==> src/rtl/div_unit_pkg.sv <==
// ---------------------------------------------------------------------------
// div_unit_pkg
//   Shared definitions for the EX-stage divider and the HI/LO datapath:
//   divider FSM state encodings, result-ready / start-stop levels and the
//   word / double-word bus types already used by the HI/LO register.
//   No ports (package only).
// ---------------------------------------------------------------------------
package div_unit_pkg;

  // Operand width and iteration counter width (counter must hold DataW).
  localparam int DataW = 32;
  localparam int CntW  = 6;

  // Divider FSM states.
  typedef enum logic [1:0] {
    DivFree   = 2'b00,
    DivByZero = 2'b01,
    DivOn     = 2'b10,
    DivEnd    = 2'b11
  } div_state_e;

  // Handshake levels shared with EX.
  localparam logic DivResultReady    = 1'b1;
  localparam logic DivResultNotReady = 1'b0;
  localparam logic DivStart          = 1'b1;
  localparam logic DivStop           = 1'b0;

  // Register bus types used by HI/LO.
  typedef logic [DataW-1:0]   reg_bus_t;
  typedef logic [2*DataW-1:0] double_reg_bus_t;

  localparam reg_bus_t        ZeroWord   = '0;
  localparam double_reg_bus_t ZeroDouble = '0;

endpackage : div_unit_pkg

==> src/rtl/div_unit.sv <==
// ---------------------------------------------------------------------------
// div_unit
//   Multi-cycle radix-2 restoring divider for MIPS32 DIV / DIVU in EX.
//   Produces {remainder, quotient} for HI/LO (HI = remainder, LO = quotient).
//   EX holds start_i high (and stalls) until ready_o is seen, then drops it.
//
// Ports
//   clk          rising-edge clock
//   rst          synchronous active-high reset
//   signed_div_i 1 = DIV (signed), 0 = DIVU (unsigned)
//   opdata1_i    dividend (rs), sampled only when the unit is free
//   opdata2_i    divisor  (rt), sampled only when the unit is free
//   start_i      level request, held until ready_o
//   annul_i      cancel an in-flight division (exception / flush)
//   result_o     {remainder, quotient}, registered
//   ready_o      result valid, registered
// ---------------------------------------------------------------------------
module div_unit
  import div_unit_pkg::*;
#(
  parameter int DATA_W = 32,
  parameter int CNT_W  = 6
) (
  input  logic                clk,
  input  logic                rst,
  input  logic                signed_div_i,
  input  logic [DATA_W-1:0]   opdata1_i,
  input  logic [DATA_W-1:0]   opdata2_i,
  input  logic                start_i,
  input  logic                annul_i,
  output logic [2*DATA_W-1:0] result_o,
  output logic                ready_o
);

  localparam int WORK_W = 2 * DATA_W + 1;

  // Last iteration index: the final trial subtraction and the result
  // write-back share one edge so ready_o rises 33 edges after the request.
  localparam logic [CNT_W-1:0] LAST_CNT = CNT_W'(DATA_W - 1);

  div_state_e          state;
  logic [CNT_W-1:0]    cnt;
  logic [WORK_W-1:0]   work;
  logic [DATA_W-1:0]   divisor;
  logic                neg_quot;
  logic                neg_rem;

  logic [DATA_W-1:0]   abs_op1;
  logic [DATA_W-1:0]   abs_op2;
  logic [WORK_W-1:0]   work_next;
  logic [DATA_W-1:0]   quot_raw;
  logic [DATA_W-1:0]   rem_raw;
  logic [DATA_W-1:0]   quot_fix;
  logic [DATA_W-1:0]   rem_fix;

  // One restoring step. The partial remainder lives in work[2W:W+1]; the
  // compare uses work[2W:W] (one bit wider than the remainder) so that a
  // shifted remainder reaching 2^W is still seen as >= divisor. A kept
  // difference is always below the divisor, so it fits back in W bits.
  function automatic logic [WORK_W-1:0] div_step(
    input logic [WORK_W-1:0] w,
    input logic [DATA_W-1:0] d
  );
    logic [DATA_W:0] diff;
    diff = w[2*DATA_W:DATA_W] - {1'b0, d};
    if (diff[DATA_W]) begin
      div_step = {w[2*DATA_W-1:0], 1'b0};
    end else begin
      div_step = {diff[DATA_W-1:0], w[DATA_W-1:0], 1'b1};
    end
  endfunction

  // Operand magnitudes for the signed case; the most negative value maps
  // onto itself, which is the correct unsigned magnitude.
  always_comb begin
    abs_op1 = opdata1_i;
    abs_op2 = opdata2_i;
    if (signed_div_i && opdata1_i[DATA_W-1]) begin
      abs_op1 = ~opdata1_i + 1'b1;
    end
    if (signed_div_i && opdata2_i[DATA_W-1]) begin
      abs_op2 = ~opdata2_i + 1'b1;
    end
  end

  // Next working value and the sign-corrected result taken from it, used
  // on the final iteration.
  always_comb begin
    work_next = div_step(work, divisor);
    quot_raw  = work_next[DATA_W-1:0];
    rem_raw   = work_next[2*DATA_W:DATA_W+1];
    quot_fix  = neg_quot ? (~quot_raw + 1'b1) : quot_raw;
    rem_fix   = neg_rem  ? (~rem_raw  + 1'b1) : rem_raw;
  end

  // Divider FSM with registered result and ready.
  always_ff @(posedge clk) begin
    if (rst) begin
      state    <= DivFree;
      cnt      <= '0;
      work     <= '0;
      divisor  <= '0;
      neg_quot <= 1'b0;
      neg_rem  <= 1'b0;
      result_o <= '0;
      ready_o  <= DivResultNotReady;
    end else begin
      case (state)
        DivFree: begin
          result_o <= '0;
          ready_o  <= DivResultNotReady;
          if (start_i == DivStart && !annul_i) begin
            if (opdata2_i == '0) begin
              state <= DivByZero;
            end else begin
              state    <= DivOn;
              cnt      <= '0;
              work     <= {{DATA_W{1'b0}}, abs_op1, 1'b0};
              divisor  <= abs_op2;
              neg_quot <= signed_div_i &&
                          (opdata1_i[DATA_W-1] ^ opdata2_i[DATA_W-1]);
              neg_rem  <= signed_div_i && opdata1_i[DATA_W-1];
            end
          end
        end

        // Division by zero reports a zero result with no exception.
        DivByZero: begin
          state    <= DivEnd;
          result_o <= '0;
          ready_o  <= DivResultReady;
        end

        DivOn: begin
          if (annul_i) begin
            state    <= DivFree;
            cnt      <= '0;
            result_o <= '0;
            ready_o  <= DivResultNotReady;
          end else if (cnt == LAST_CNT) begin
            work     <= work_next;
            cnt      <= cnt + 1'b1;
            result_o <= {rem_fix, quot_fix};
            ready_o  <= DivResultReady;
            state    <= DivEnd;
          end else begin
            work <= work_next;
            cnt  <= cnt + 1'b1;
          end
        end

        // Result is held for as long as EX keeps the request up; annul is
        // ignored here because the result is already committed.
        DivEnd: begin
          if (start_i == DivStop) begin
            state    <= DivFree;
            cnt      <= '0;
            result_o <= '0;
            ready_o  <= DivResultNotReady;
          end
        end

        default: begin
          state    <= DivFree;
          result_o <= '0;
          ready_o  <= DivResultNotReady;
        end
      endcase
    end
  end

endmodule : div_unit

==> config.mk <==
export PLATFORM = sky130hd
export DESIGN_NAME = div_unit
export DESIGN_NICKNAME = d
export VERILOG_FILES = /design/src/rtl/div_unit_pkg.sv /design/src/rtl/div_unit.sv
export SDC_FILE = /design/constraint.sdc
export NUM_CORES = 1
export LEC_CHECK = 0
export BUFFER_PORTS_ARGS = -buffer_cell sky130_fd_sc_hd__buf_2
export CAP_MARGIN = 20
export CORE_MARGIN = 2
export CORE_UTILIZATION = 55
export CTS_CLUSTER_DIAMETER = 30
export DETAILED_ROUTE_END_ITERATION = 12
export MAX_ROUTING_LAYER = met4
export PLACE_DENSITY_LB_ADDON = 0.1
export SLEW_MARGIN = 20
export SYNTH_ARGS = -nofsm -noshare
export SYNTH_HDL_FRONTEND = slang
export SYNTH_SLANG_ARGS = --single-unit
==> constraint.sdc <==
create_clock -name clk -period 12.7 [get_ports clk]
set_input_delay 2.54 -clock clk [delete_from_list [all_inputs] [get_ports clk]]
set_output_delay 2.54 -clock clk [all_outputs]
set_load 0.02 [all_outputs]
# [Word-level counts from Yosys, hierarchy flattened]
# Cells that the tools add are included.
# Widths: inputs -> output; s select.
[totals] output_inout_bits=65 in_bits=69 wordCells=72 ff_bits=172
[op_classes] bitwise=6 mux=28 eq_ne=9 n_addsub=6 reduce_logical=15
[op_table] cell="$mux 65" count=4
[op_table] cell="$mux 64" count=3
[op_table] cell="$pmux 64 s3" count=1
[op_table] cell="$pmux 65 s2" count=1
[op_table] cell="$add 32x1->32 const B" count=4
[op_table] cell="$mux 32" count=4
[op_table] cell="$not 32->32" count=4
[op_table] cell="$sub 33x32->33" count=1
[op_table] cell="$logic_not 32->1" count=1
[op_table] cell="$mux 6" count=4
[op_table] cell="$pmux 6 s3" count=1
[op_table] cell="$mux 2" count=5
[op_table] cell="$ne 2x2->1 const B" count=4
[op_table] cell="$pmux 2 s4" count=1
[op_table] cell="$reduce_and 4->1" count=2
[op_table] cell="$add 6x1->6 const B" count=1
[op_table] cell="$eq 6x5->1 const B" count=1
[op_table] cell="$reduce_and 3->1" count=2
[op_table] cell="$eq 2x2->1 const B" count=2
[op_table] cell="$logic_and 1x1->1" count=4
[op_table] cell="$pmux 1 s4" count=1
[op_table] cell="$mux 1" count=3
[op_table] cell="$ne 3x3->1 const B" count=1
[op_table] cell="$reduce_bool 3->1" count=1
[op_table] cell="other kinds (8)" count=8

# [Longest topological paths before layout]
# Gate-level depths: netlist (run 1).
[logic_depth] depth_word=8 mapped_depth=25

# [Least setup slack after synthesis (run 1)]
# Ideal clock, no wire load.
[synth_path] path_kind="input-to-reg" from="input port opdata2_i[6]" to="register work[33]" n_path_buf=3 required_ns=12.630 path_stages=13 setup_time_ns=0.070 arrival_ns=5.148 setup_slack_ns=7.482 cell_sequence="or4_1 nor4_1 nor3b_1 nand2_1 nor2_1 nand3_1 a31oi_1 or2_1 buf_2 buf_2 buf_2 nand2_1 a21oi_1"
[synth_between] elab_chain_cells=3
[synth_lines] item="start: declaration" line_no="div_unit.sv:28" text="input logic [DATA_W-1:0] opdata2_i,"
[synth_lines] item="$logic_not 32->1" line_no="div_unit.sv:113" text="if (opdata2_i == '0) begin"
[synth_lines] item="$ne 2x2->1 (no source line)"
[synth_lines] item="$reduce_and 4->1 (no source line)"
[synth_lines] item="end signal: assignment" line_no="div_unit.sv:118" text="work <= {{DATA_W{1'b0}}, abs_op1, 1'b0};"
[synth_lines] item="end signal: assignment" line_no="div_unit.sv:141" text="work <= work_next;"
[synth_lines] item="end signal: assignment" line_no="div_unit.sv:147" text="work <= work_next;"
[synth_lines] item="end: declaration" line_no="div_unit.sv:43" text="logic [WORK_W-1:0] work;"
# No other way between the ends.
# A chain may end at the register's enable or synchronous reset.

# [Worst setup path after layout (run 1)]
[layout_path] from="register work[32]" to="register result_o[58]"
[layout_between] elab_chain_cells=8
[layout_lines] item="$sub 33x32->33" line_no="div_unit.sv:65" text="diff = w[2*DATA_W:DATA_W] - {1'b0, d};"
[layout_lines] item="$mux 65 (*)" line_no="div_unit.sv:66" text="if (diff[DATA_W]) begin"
[layout_lines] item="$not 32->32" line_no="div_unit.sv:93" text="rem_fix = neg_rem ? (~rem_raw + 1'b1) : rem_raw;"
[layout_lines] item="$add 32x1->32" line_no="div_unit.sv:93"
[layout_lines] item="$mux 32 (*)" line_no="div_unit.sv:93"
[layout_lines] item="$mux 64 (*)" line_no="div_unit.sv:140" text="end else if (cnt == LAST_CNT) begin"
[layout_lines] item="$mux 64 (*)" line_no="div_unit.sv:135" text="if (annul_i) begin"
[layout_lines] item="$pmux 64 s3 (*)" line_no="div_unit.sv:108" text="case (state)"
[layout_lines] item="end signal: assignment" line_no="div_unit.sv:143" text="result_o <= {rem_fix, quot_fix};"
[layout_lines] item="end: declaration" line_no="div_unit.sv:31" text="output logic [2*DATA_W-1:0] result_o,"
# Every way passes the cells marked *; elsewhere a longest branch is shown, timed or not. The select of a mux whose other input is x is not followed.

==> results of run 1 <==
-- synthesized netlist by cell type (8+ instances only) --
cell,n,area share [%]
o21ai_1,9,0.38
a211oi_1,33,2.1
a22oi_1,33,2.1
o41ai_1,13,0.96
nand3b_1,11,0.70
buf_2,16,0.68
nand3_1,40,1.7
o31ai_1,28,1.8
nor3_1,37,1.6
inv_1,62,2.0
nor2_1,135,4.3
or3_1,27,1.4
mux2i_1,20,1.7
xnor2_1,77,5.7
nand2_1,250,7.9
dfxtp_1,172,29
nor2b_1,10,0.53
a21o_1,18,1.1
o21a_1,8,0.51
a21oi_1,142,6.0
and2_1,8,0.42
xor2_1,56,4.1
nor4_1,16,0.84
clkbuf_1,68,2.2
o211ai_1,9,0.57
nand4_1,14,0.74
a31oi_1,13,0.69
o21ai_0,111,4.7
or4_1,10,0.63
ha_1,42,4.4
-- registers in the layout (all words and copies together), names as in the netlist --
| signal | count |
|---|---|
| cnt | 6 |
| divisor | 32 |
| neg_quot | 1 |
| neg_rem | 1 |
| ready_o | 1 |
| result_o | 64 |
| state | 2 |
| work | 65 |
-- metal layers --
metal  wire [um]  vias to the layer above  global-route usage [%]
li1            -                     5889                       -
met1       16000                     5455                    43.8
met2       15600                      450                    47.3
met3        2400                       57                    4.58
met4         859                        0                    10.1
met5           0                        -                       -
-- worst min-delay path, stage by stage, from the launching register on --
cell and delay [ns]:
dfxtp_1 0.33, nand2_1 0.04, o21ai_0 0.05
-- where the power goes --
group / internal [W] / switching, W / total, W
registers: 0.000585 / 0.0000482 / 0.000633
clock network: 0.000283 / 0.000246 / 0.000530
logic: 0.000307 / 0.000610 / 0.000917
-- area by class of cell --
| type | instances | area [um2] |
|---|---|---|
| fill | 2004 | 7900 |
| inverter | 63 | 236 |
| multi-input combinational | 1274 | 7830 |
| sequential | 172 | 3440 |
| clock buffer | 18 | 439 |
| clock inverter | 14 | 148 |
| tap | 275 | 344 |
| timing repair buffer | 143 | 743 |
-- final timing paths --
kind                            cells past startpoint  slack [ns]                         to                      start
worst max-delay path                               24        6.57  result_o[58]$_SDFFE_PP0P_      work[32]$_SDFFE_PP0P_
worst min-delay path                                2        0.45  result_o[13]$_SDFFE_PP0P_  result_o[13]$_SDFFE_PP0P_
worst max register to register                     24        6.57  result_o[58]$_SDFFE_PP0P_      work[32]$_SDFFE_PP0P_
worst min register to register                      2        0.45  result_o[13]$_SDFFE_PP0P_  result_o[13]$_SDFFE_PP0P_
-- cells by family after synthesis --
family                   Yosys count  share of synthesized area, %
buffers and inverters            157                          5.17
multiplexers                      27                          2.35
AND/OR/NAND/NOR                  594                          23.1
XOR/XNOR                         133                          9.83
flip-flops                       172                          29.0
adder cells (fa/ha/maj)           43                          4.60
AO/OA/AOI/OAI                    477                          25.9
-- metrics by stage --
stage	cell area [um2]	hold slack [ns]	utilization, %	total power, W	std cells
after detailed placement	12600	0.439	59.7	0.00154	1927
after CTS	13200	0.454	62.5	0.00207	1959
after global routing	13200	0.477	62.5	0.00220	1959
after floorplan	11900	0.432	-	0.00131	1603
after global placement	12600	0.428	59.7	0.00152	1927
final	13200	0.450	62.5	0.00208	1959
==> impl_results.md, run 1 <==
* Die outline area at 22700 um2
* Die X at 151 um
* Worst-path maximum fanout at 40
* Max frequency at ~160 MHz
* Final-stage net count at 1783
* Buffer cell driving the clock tree root: clkbuf_16
* Ports placed on the boundary at 134
* DP Wirelength at 25.5 mm
* Clock transition at the register clock pins on the worst setup and hold paths after CTS at 0.08 ns
* Number of global-route vias before repair at 10.7k
* Final setup margin at roughly 6.6 ns
* Dominant synthesized flop cell: dfxtp_1
* Slew at the pin closest to its max-slew limit at 1.03 ns
* Worst clock skew on the final layout at 0.0150 ns
* Slowest cell on the critical path: nor4b_1
* Syn Std Cell Area at 11900 um2
* Htree depth at 4
* First-pass GRT wire length at 55.4 mm
* Via/cell ratio at 6.05
* Required @ worst endpoint at 12.99 ns
* Most Frequent Cell on Critical Path: inv_1
* Overall overflow remaining after global route at 0
* Setup TNS Final at 0 ns
* Num Clock Sinks at 172
* DRC violation count after routing at 0
* Total length of routed wires at 34.9 mm
* All-layer global routing usage at 31.5%
* Startpoint types: flip-flop
* Placeable core region at 21100 um2
* Average routed wire per standard cell at 17.8 um
* Outcome: complete, no violations
* Number of antenna violations at the first check in global routing at 0
* Commonest cells after routing, fill and taps aside: nand2_1 (250), dfxtp_1 (171), a21oi_1 (142)
* Number of iterations in the first detailed-routing pass at 5
* Cells along the critical path: inv_1 -> ha_1 -> inv_1 -> fa_1 -> a211oi_1 -> o21ai_1 -> o21ai_2 -> a211oi_4 -> o21a_2 -> nor2_4 -> buf_4 -> inv_2 -> nand2_1 -> o21ai_0 -> inv_1 -> ha_1 -> inv_1 -> nor3b_1 -> nor3b_1 -> mux2i_1 -> nor4b_1 -> a41oi_1 -> xor2_1 -> o21ai_0
* Placer's final routability congestion estimate at 0.986
* Cell family contributing the most delay on the critical path: compound AO/OA/AOI/OAI gates
* Largest stage delay, worst path at 0.73 ns
* Share of the yosys chip area belonging to registers at 29.0%
* Commonest non-fill, non-tap cell in the layout: nand2_1
* Data arrival time at the worst-slack endpoint at 6.42 ns
* Die Height at 151 um
* Number of clock buffers inserted by TritonCTS at 17
* Unique masters post-synth at 82
* Post-place setup slack at 6.47 ns
* Cell count after synthesis at 1603
* Largest net degree at the start of global routing at 99
* Effective utilization at floorplan at 56.2%
* Number of diodes at 0
* Hold-fix buffer count after cts at 0
* Initial detailed-routing violation count at between 1k and 1.5k
* Unrepaired setup endpoints after global routing: false
* Slew Limit Headroom at a little under a third
* Port Buffer Count at 133
* Fraction of registers with async set or reset after synthesis at 0%
* Register bit total from synthesis at approximately 170
* Worst ir drop on vdd at between 100 and 150 uV
* Layout Area Growth over Synthesis at 11.2%
* Clock latency reported for the late side of the worst-skew pair at 0.44 ns
* Count of final max-slew check failures at 0
* Count of buffer and inverter cells on the critical path at 6
* Count of maximum capacitance violations at 0
* Final hold violations at 0
* Number of gates resized after cts at 0
* Areal power density over the cells at 158 nW/um2
* Yosys synthesis warning count at 0
* Antenna-violating nets left at 0
* P_leak at 5.14 nW
* Buffers from clock root to sink, at most at 2
* Layout cell share with drive strength beyond 1 at 12.8%
* Floorplan row count at 53
* Buffers inserted during post-CTS setup optimization at 0
* CTS tree: done
* Post-synthesis net count at 1715
* Number of setup violations in the final report at 0
* Worst Hold Class: flip-flop to flip-flop
* Count of flip-flops with a built-in enable after synthesis at 0
* Kind of critical path: flip-flop to flip-flop
* Final cycle utilization of the critical path at 48.3%
* Via count of the routed design at between 10k and 15k
* Synth Area per Inst at 7.40 um2
* Post-layout min period at 6.13 ns
* Sort of element at the end of the critical path: flip-flop
No activity file was read; power rests on OpenSTA's default activity.
==> run 2, diff against run 1 <==
==> constraint.sdc (replaced) <==
create_clock -name clk -period 5.7 [get_ports clk]
set_input_delay 1.14 -clock clk [delete_from_list [all_inputs] [get_ports clk]]
set_output_delay 1.14 -clock clk [all_outputs]
set_load 0.02 [all_outputs]
==> impl_results.md, run 2 (same netlist as run 1, synthesis figures left out) <==
* Number of cells on the worst reg-to-reg path at 23
* Worst clock skew on the final layout at 0.0168 ns
* Clock transition at the register clock pins on the worst setup and hold paths after CTS at around 0.080 ns
* Placer's final routability congestion estimate at 0.952
* CTS tree: done
* Most flops, register: work
* Worst Hold Class: flip-flop to flip-flop
* Die Height at ~150 um
* Buffer cell driving the clock tree root: clkbuf_16
* Via count of the routed design at ~12k
* Worst-path maximum fanout at 18
* Startpoint of the most critical hold path: result_o[31]$_SDFFE_PP0P_
* Count of final max-slew check failures at 0
* Reg-to-reg startpoint: work[32]$_SDFFE_PP0P_
* DP Wirelength at 26.2 mm
* Commonest cells after routing, fill and taps aside: nand2_1 (250), dfxtp_1 (172), a21oi_1 (142)
* Htree depth at 4
* Floorplan row count at 53
* Buffers inserted during post-CTS setup optimization at 0
* Slew Limit Headroom at 28.4%
* First-pass GRT wire length at approximately 56 mm
* Via/cell ratio at 6.08
* Commonest non-fill, non-tap cell in the layout: nand2_1
* Number of iterations in the first detailed-routing pass at 6
* Post-layout min period at between 5 and 6 ns
* Ports placed on the boundary at 134
* Sort of element at the end of the critical path: flip-flop
* Unrepaired setup endpoints after global routing: false
* Hold-fix buffer count after cts at 0
* Kind of critical path: flip-flop to flip-flop
* Outcome: complete, no violations
* Setup TNS Final at 0 ns
* Detailed route wirelength on metal2 at about 15 mm
* Initial detailed-routing violation count at 928
* Data arrival time at the worst-slack endpoint at 5.38 ns
* Number of diodes at 0
* Number of setup violations in the final report at 0
* Overall overflow remaining after global route at 0
* Antenna-violating nets left at 0
* Die outline area at 22700 um2
* Average routed wire per standard cell at 17.7 um
* WHS at around 0.45 ns
* Hold Crit Depth at 2
* Top routing layer used: met4
* Buffers from clock root to sink, at most at 2
* Number of gates resized after cts at 0
* Number of global-route vias before repair at 10.8k
* Final hold violations at 0
* Port Buffer Count at 133
* Areal power density over the cells at roughly 360 nW/um2
* Largest net degree at the start of global routing at 99
* Layout Area Growth over Synthesis at 11.9%
* DRC violation count after routing at 0
* Required @ worst endpoint at 5.99 ns
* All-layer global routing usage at 31.8%
* Die X at 151 um
* P_leak at between 5 and 6 nW
* Startpoint types: flip-flop
* R2R Path End: result_o[58]$_SDFFE_PP0P_
* Max frequency at just under 200 MHz
* Effective utilization at floorplan at between 50% and 60%
* Met1 wire length at 16.2 mm
* Number of antenna violations at the first check in global routing at 0
* Routed met3 length at 2.23 mm
* Final-stage net count at 1789
* Flip-flop count of the largest register after layout at 65
* Final cycle utilization of the critical path at between 80% and 90%
* Slew at the pin closest to its max-slew limit at 1.07 ns
* Worst ir drop on vdd at 290 uV
* Count of maximum capacitance violations at 0
* Layout cell share with drive strength beyond 1 at 13.0%
* Placeable core region at 21100 um2
* Total length of routed wires at 34.9 mm
* R2R Setup Slk at a little over 0.6 ns
* Num Clock Sinks at 172
* Clock latency reported for the late side of the worst-skew pair at 0.44 ns
* Number of clock buffers inserted by TritonCTS at 17
* Largest registers ranked by flip-flop count: work: 65 flops, result_o: 64 flops, divisor: 32 flops
* Endpoint of the worst hold-timing path: result_o[31]$_SDFFE_PP0P_
-- run 2: changes by cell type in the layout (fill, tap and decap cells not counted), sizes merged --
cell and delta:
buf +6, bufinv +1, clkbuf +1, clkinv +1, inv -3
-- run 2: layer usage --
metal | global-route usage [%] | up-vias
met2 | 46.9 | 431
met4 | 11.4 | 0
met1 | 44.6 | 5539
met3 | 4.49 | 87
li1 | - | 5882
met5 | - | -
-- run 2: final cells by class --
class	instances	area, um2
clock inverters	13	173
clock buffers	19	453
repair buffers	149	788
inverters	63	236
flip-flops and latches	172	3440
well taps	275	344
multi-input cells	1274	7830
fillers	1964	7820
-- run 2: critical path, cell delays in order (launching register included) --
cell and delay, ns:
dfxtp_1 0.33, inv_1 0.08, ha_1 0.18, inv_1 0.06, fa_1 0.42, a211oi_1 0.26, o21ai_1 0.20, o21ai_2 0.29
a211oi_4 0.12, o21a_2 0.34, nor2_4 0.39, inv_2 0.09, nand2_1 0.08, o21ai_0 0.14, inv_1 0.09, ha_1 0.16
inv_1 0.06, nor3b_1 0.24, nor3b_1 0.22, mux2i_1 0.15, nor4b_1 0.51, a41oi_1 0.22, xor2_1 0.20, o21ai_0 0.08
-- run 2: worst max-delay path by stage --
stage	from	endpoint	slack [ns]	cells after the start
finish	work[32]$_SDFFE_PP0P_	result_o[58]$_SDFFE_PP0P_	0.61	23
global route	work[32]$_SDFFE_PP0P_	result_o[60]$_SDFFE_PP0P_	0.008	23
CTS	work[32]$_SDFFE_PP0P_	result_o[58]$_SDFFE_PP0P_	0.71	20
detailed placement	work[32]$_SDFFE_PP0P_	result_o[60]$_SDFFE_PP0P_	0.77	20
global placement	opdata2_i[6]	work[20]$_SDFFE_PP0P_	0.89	12
floorplan	work[32]$_SDFFE_PP0P_	result_o[62]$_SDFFE_PP0P_	0.85	23
-- run 2: report_power, final --
part	internal (W)	total, W	leakage [nW]	switching, W
combinational	0.000705	0.00208	3.49	0.00137
sequential	0.00130	0.00141	1.39	0.000105
clock	0.000690	0.00124	0.298	0.000545
total	0.00270	0.00472	5.18	0.00202
-- run 2: through the flow --
step	area (um2)	setup WS, ns	instances	total power, W	util (%)
final	13300	0.610	1965	0.00472	62.9
after global routing	13300	0.00772	1965	0.00501	62.9
after CTS	13300	0.706	1965	0.00469	62.9
after detailed placement	12600	0.766	1933	0.00346	60.0
after global placement	12600	0.888	1933	0.00344	60.0
after floorplan	11900	0.848	1603	0.00292	-
==> run 3, diff against run 2 <==
--- a/config.mk
+++ b/config.mk
@@ -11,8 +11,7 @@
 export CORE_UTILIZATION = 55
 export CTS_CLUSTER_DIAMETER = 30
 export DETAILED_ROUTE_END_ITERATION = 12
-export MAX_ROUTING_LAYER = met4
-export PLACE_DENSITY_LB_ADDON = 0.1
+export PLACE_DENSITY = 0.76
 export SLEW_MARGIN = 20
 export SYNTH_ARGS = -nofsm -noshare
 export SYNTH_HDL_FRONTEND = slang
==> impl_results.md, run 3 (same netlist as run 1, synthesis figures left out) <==
* Largest net degree at the start of global routing at between 90 and 100
* Worst-path maximum fanout at 18
* R2R Path End: result_o[58]$_SDFFE_PP0P_
* R2R Setup Slk at 0.62 ns
* Htree depth at 4
* Number of clock buffers inserted by TritonCTS at 17
* Worst Hold Class: flip-flop to flip-flop
* Buffers inserted during post-CTS setup optimization at 0
* Required @ worst endpoint at between 6 and 7 ns
* Via/cell ratio at slightly above 6
* Commonest cells after routing, fill and taps aside: nand2_1 (250), dfxtp_1 (171), a21oi_1 (142)
* Clock latency reported for the late side of the worst-skew pair at 0.45 ns
* Number of setup violations in the final report at 0
* Number of cells on the worst reg-to-reg path at 23
* Startpoint types: flip-flop
* Total length of routed wires at 36.1 mm
* Setup TNS Final at 0 ns
* Number of diodes at 0
* Placer's final routability congestion estimate at 0.967
* Outcome: complete, no violations
* Final cycle utilization of the critical path at 89.1%
* Max frequency at 197 MHz
* Areal power density over the cells at 354 nW/um2
* Post-place setup slack at 0.690 ns
* Clock transition at the register clock pins on the worst setup and hold paths after CTS at 0.08 ns
* Reg-to-reg startpoint: work[32]$_SDFFE_PP0P_
* First-pass GRT wire length at 56.7 mm
* Number of antenna violations at the first check in global routing at 0
* All-layer global routing usage at 31.3%
* Average routed wire per standard cell at ~18 um
* Count of maximum capacitance violations at 0
* Final setup margin at 0.623 ns
* CTS tree: done
* Ports placed on the boundary at 134
* Final-stage net count at between 1.5k and 2k
* Kind of critical path: flip-flop to flip-flop
* Data arrival time at the worst-slack endpoint at 5.45 ns
* Slew at the pin closest to its max-slew limit at 1.01 ns
* Hold-fix buffer count after cts at 0
* Buffer cell driving the clock tree root: clkbuf_16
* Buffers from clock root to sink, at most at 2
* Number of global-route vias before repair at 10.7k
* Post-layout min period at 5.08 ns
* DP Wirelength at 26.5 mm
* Number of iterations in the first detailed-routing pass at 6
* Via count of the routed design at 12.1k
* Count of final max-slew check failures at 0
* DRC violation count after routing at 0
* Port Buffer Count at 133
* Die outline area at 22700 um2
* Layout Area Growth over Synthesis at 11.7%
* Largest registers ranked by flip-flop count: work: 65 flops, result_o: 64 flops, divisor: 32 flops
* P_leak at between 5 and 6 nW
* Worst ir drop on vdd at roughly 250 uV
* Worst clock skew on the final layout at about 0.019 ns
* Effective utilization at floorplan at 56.2%
* Layout cell share with drive strength beyond 1 at 13.1%
* Antenna-violating nets left at 0
* Die X at 151 um
* Placeable core region at 21100 um2
* Most flops, register: work
* Commonest non-fill, non-tap cell in the layout: nand2_1
* Slew Limit Headroom at 30.8%
* Initial detailed-routing violation count at approximately 1.2k
* Die Height at 151 um
* Floorplan row count at 53
* Startpoint of the most critical hold path: result_o[59]$_SDFFE_PP0P_
* Final hold violations at 0
* Overall overflow remaining after global route at 0
* Endpoint of the worst hold-timing path: result_o[59]$_SDFFE_PP0P_
* Flip-flop count of the largest register after layout at between 60 and 70
* Unrepaired setup endpoints after global routing: false
* Sort of element at the end of the critical path: flip-flop
* Num Clock Sinks at 172
* Hold Crit Depth at 2
* Number of gates resized after cts at 0
run 3: cell type report:
type | count | area, um2
fillers | 1978 | 7840
multi-input cells | 1274 | 7840
flip-flops and latches | 172 | 3440
repair buffers | 148 | 781
clock buffers | 17 | 425
well taps | 275 | 344
inverters | 63 | 236
clock inverters | 15 | 180
run 3: worst max-delay path by stage:
stage                           from                        end  slack, ns  cells after the start
6_report       work[32]$_SDFFE_PP0P_  result_o[58]$_SDFFE_PP0P_       0.62                     23
3_5_place_dp            opdata2_i[6]      work[14]$_SDFFE_PP0P_       0.69                     12
4_1_cts        work[32]$_SDFFE_PP0P_  result_o[62]$_SDFFE_PP0P_       0.71                     23
5_1_grt        work[32]$_SDFFE_PP0P_  result_o[62]$_SDFFE_PP0P_       0.14                     23
2_1_floorplan  work[32]$_SDFFE_PP0P_  result_o[62]$_SDFFE_PP0P_       0.85                     23
3_3_place_gp            opdata2_i[6]      work[18]$_SDFFE_PP0P_       0.86                     12
run 3: routing by layer:
| metal | global-route usage [%] | wire, um | up-vias |
|---|---|---|---|
| met4 | 12.1 | 1180 | 0 |
| met3 | 5.48 | 2880 | 91 |
| met1 | 44.1 | 15900 | 5631 |
| met5 | 0 | 0 | - |
| li1 | - | - | 5883 |
| met2 | 47.7 | 16100 | 542 |
run 3: power by group:
part	total [W]	internal (W)	switching, W
registers	0.00141	0.00130	0.000105
clock network	0.00119	0.000596	0.000598
logic	0.00209	0.000699	0.00139
total	0.00469	0.00260	0.00209
run 3: metrics by stage:
| stage | cell area (um2) | std cells | utilization [%] | hold slack [ns] | total power [W] |
|---|---|---|---|---|---|
| 6_report | 13200 | 1964 | 62.8 | 0.444 | 0.00469 |
| 5_1_grt | 13200 | 1964 | 62.8 | 0.483 | 0.00494 |
| 4_1_cts | 13200 | 1964 | 62.8 | 0.448 | 0.00465 |
| 3_5_place_dp | 12600 | 1932 | 59.9 | 0.436 | 0.00346 |
| 3_3_place_gp | 12600 | 1932 | 59.9 | 0.431 | 0.00342 |
| 2_1_floorplan | 11900 | 1603 | - | 0.432 | 0.00292 |
run 3: critical path: stages (launching register included):
cell	delay, ns
dfxtp_1	0.33
inv_1	0.08
ha_1	0.17
inv_1	0.06
fa_1	0.41
a211oi_1	0.24
o21ai_1	0.20
o21ai_2	0.30
a211oi_4	0.12
o21a_2	0.35
nor2_4	0.23
inv_2	0.09
nand2_1	0.07
o21ai_0	0.13
inv_1	0.09
ha_1	0.18
inv_1	0.07
nor3b_1	0.26
nor3b_1	0.26
mux2i_1	0.15
nor4b_1	0.64
a41oi_1	0.24
xor2_1	0.20
o21ai_0	0.14
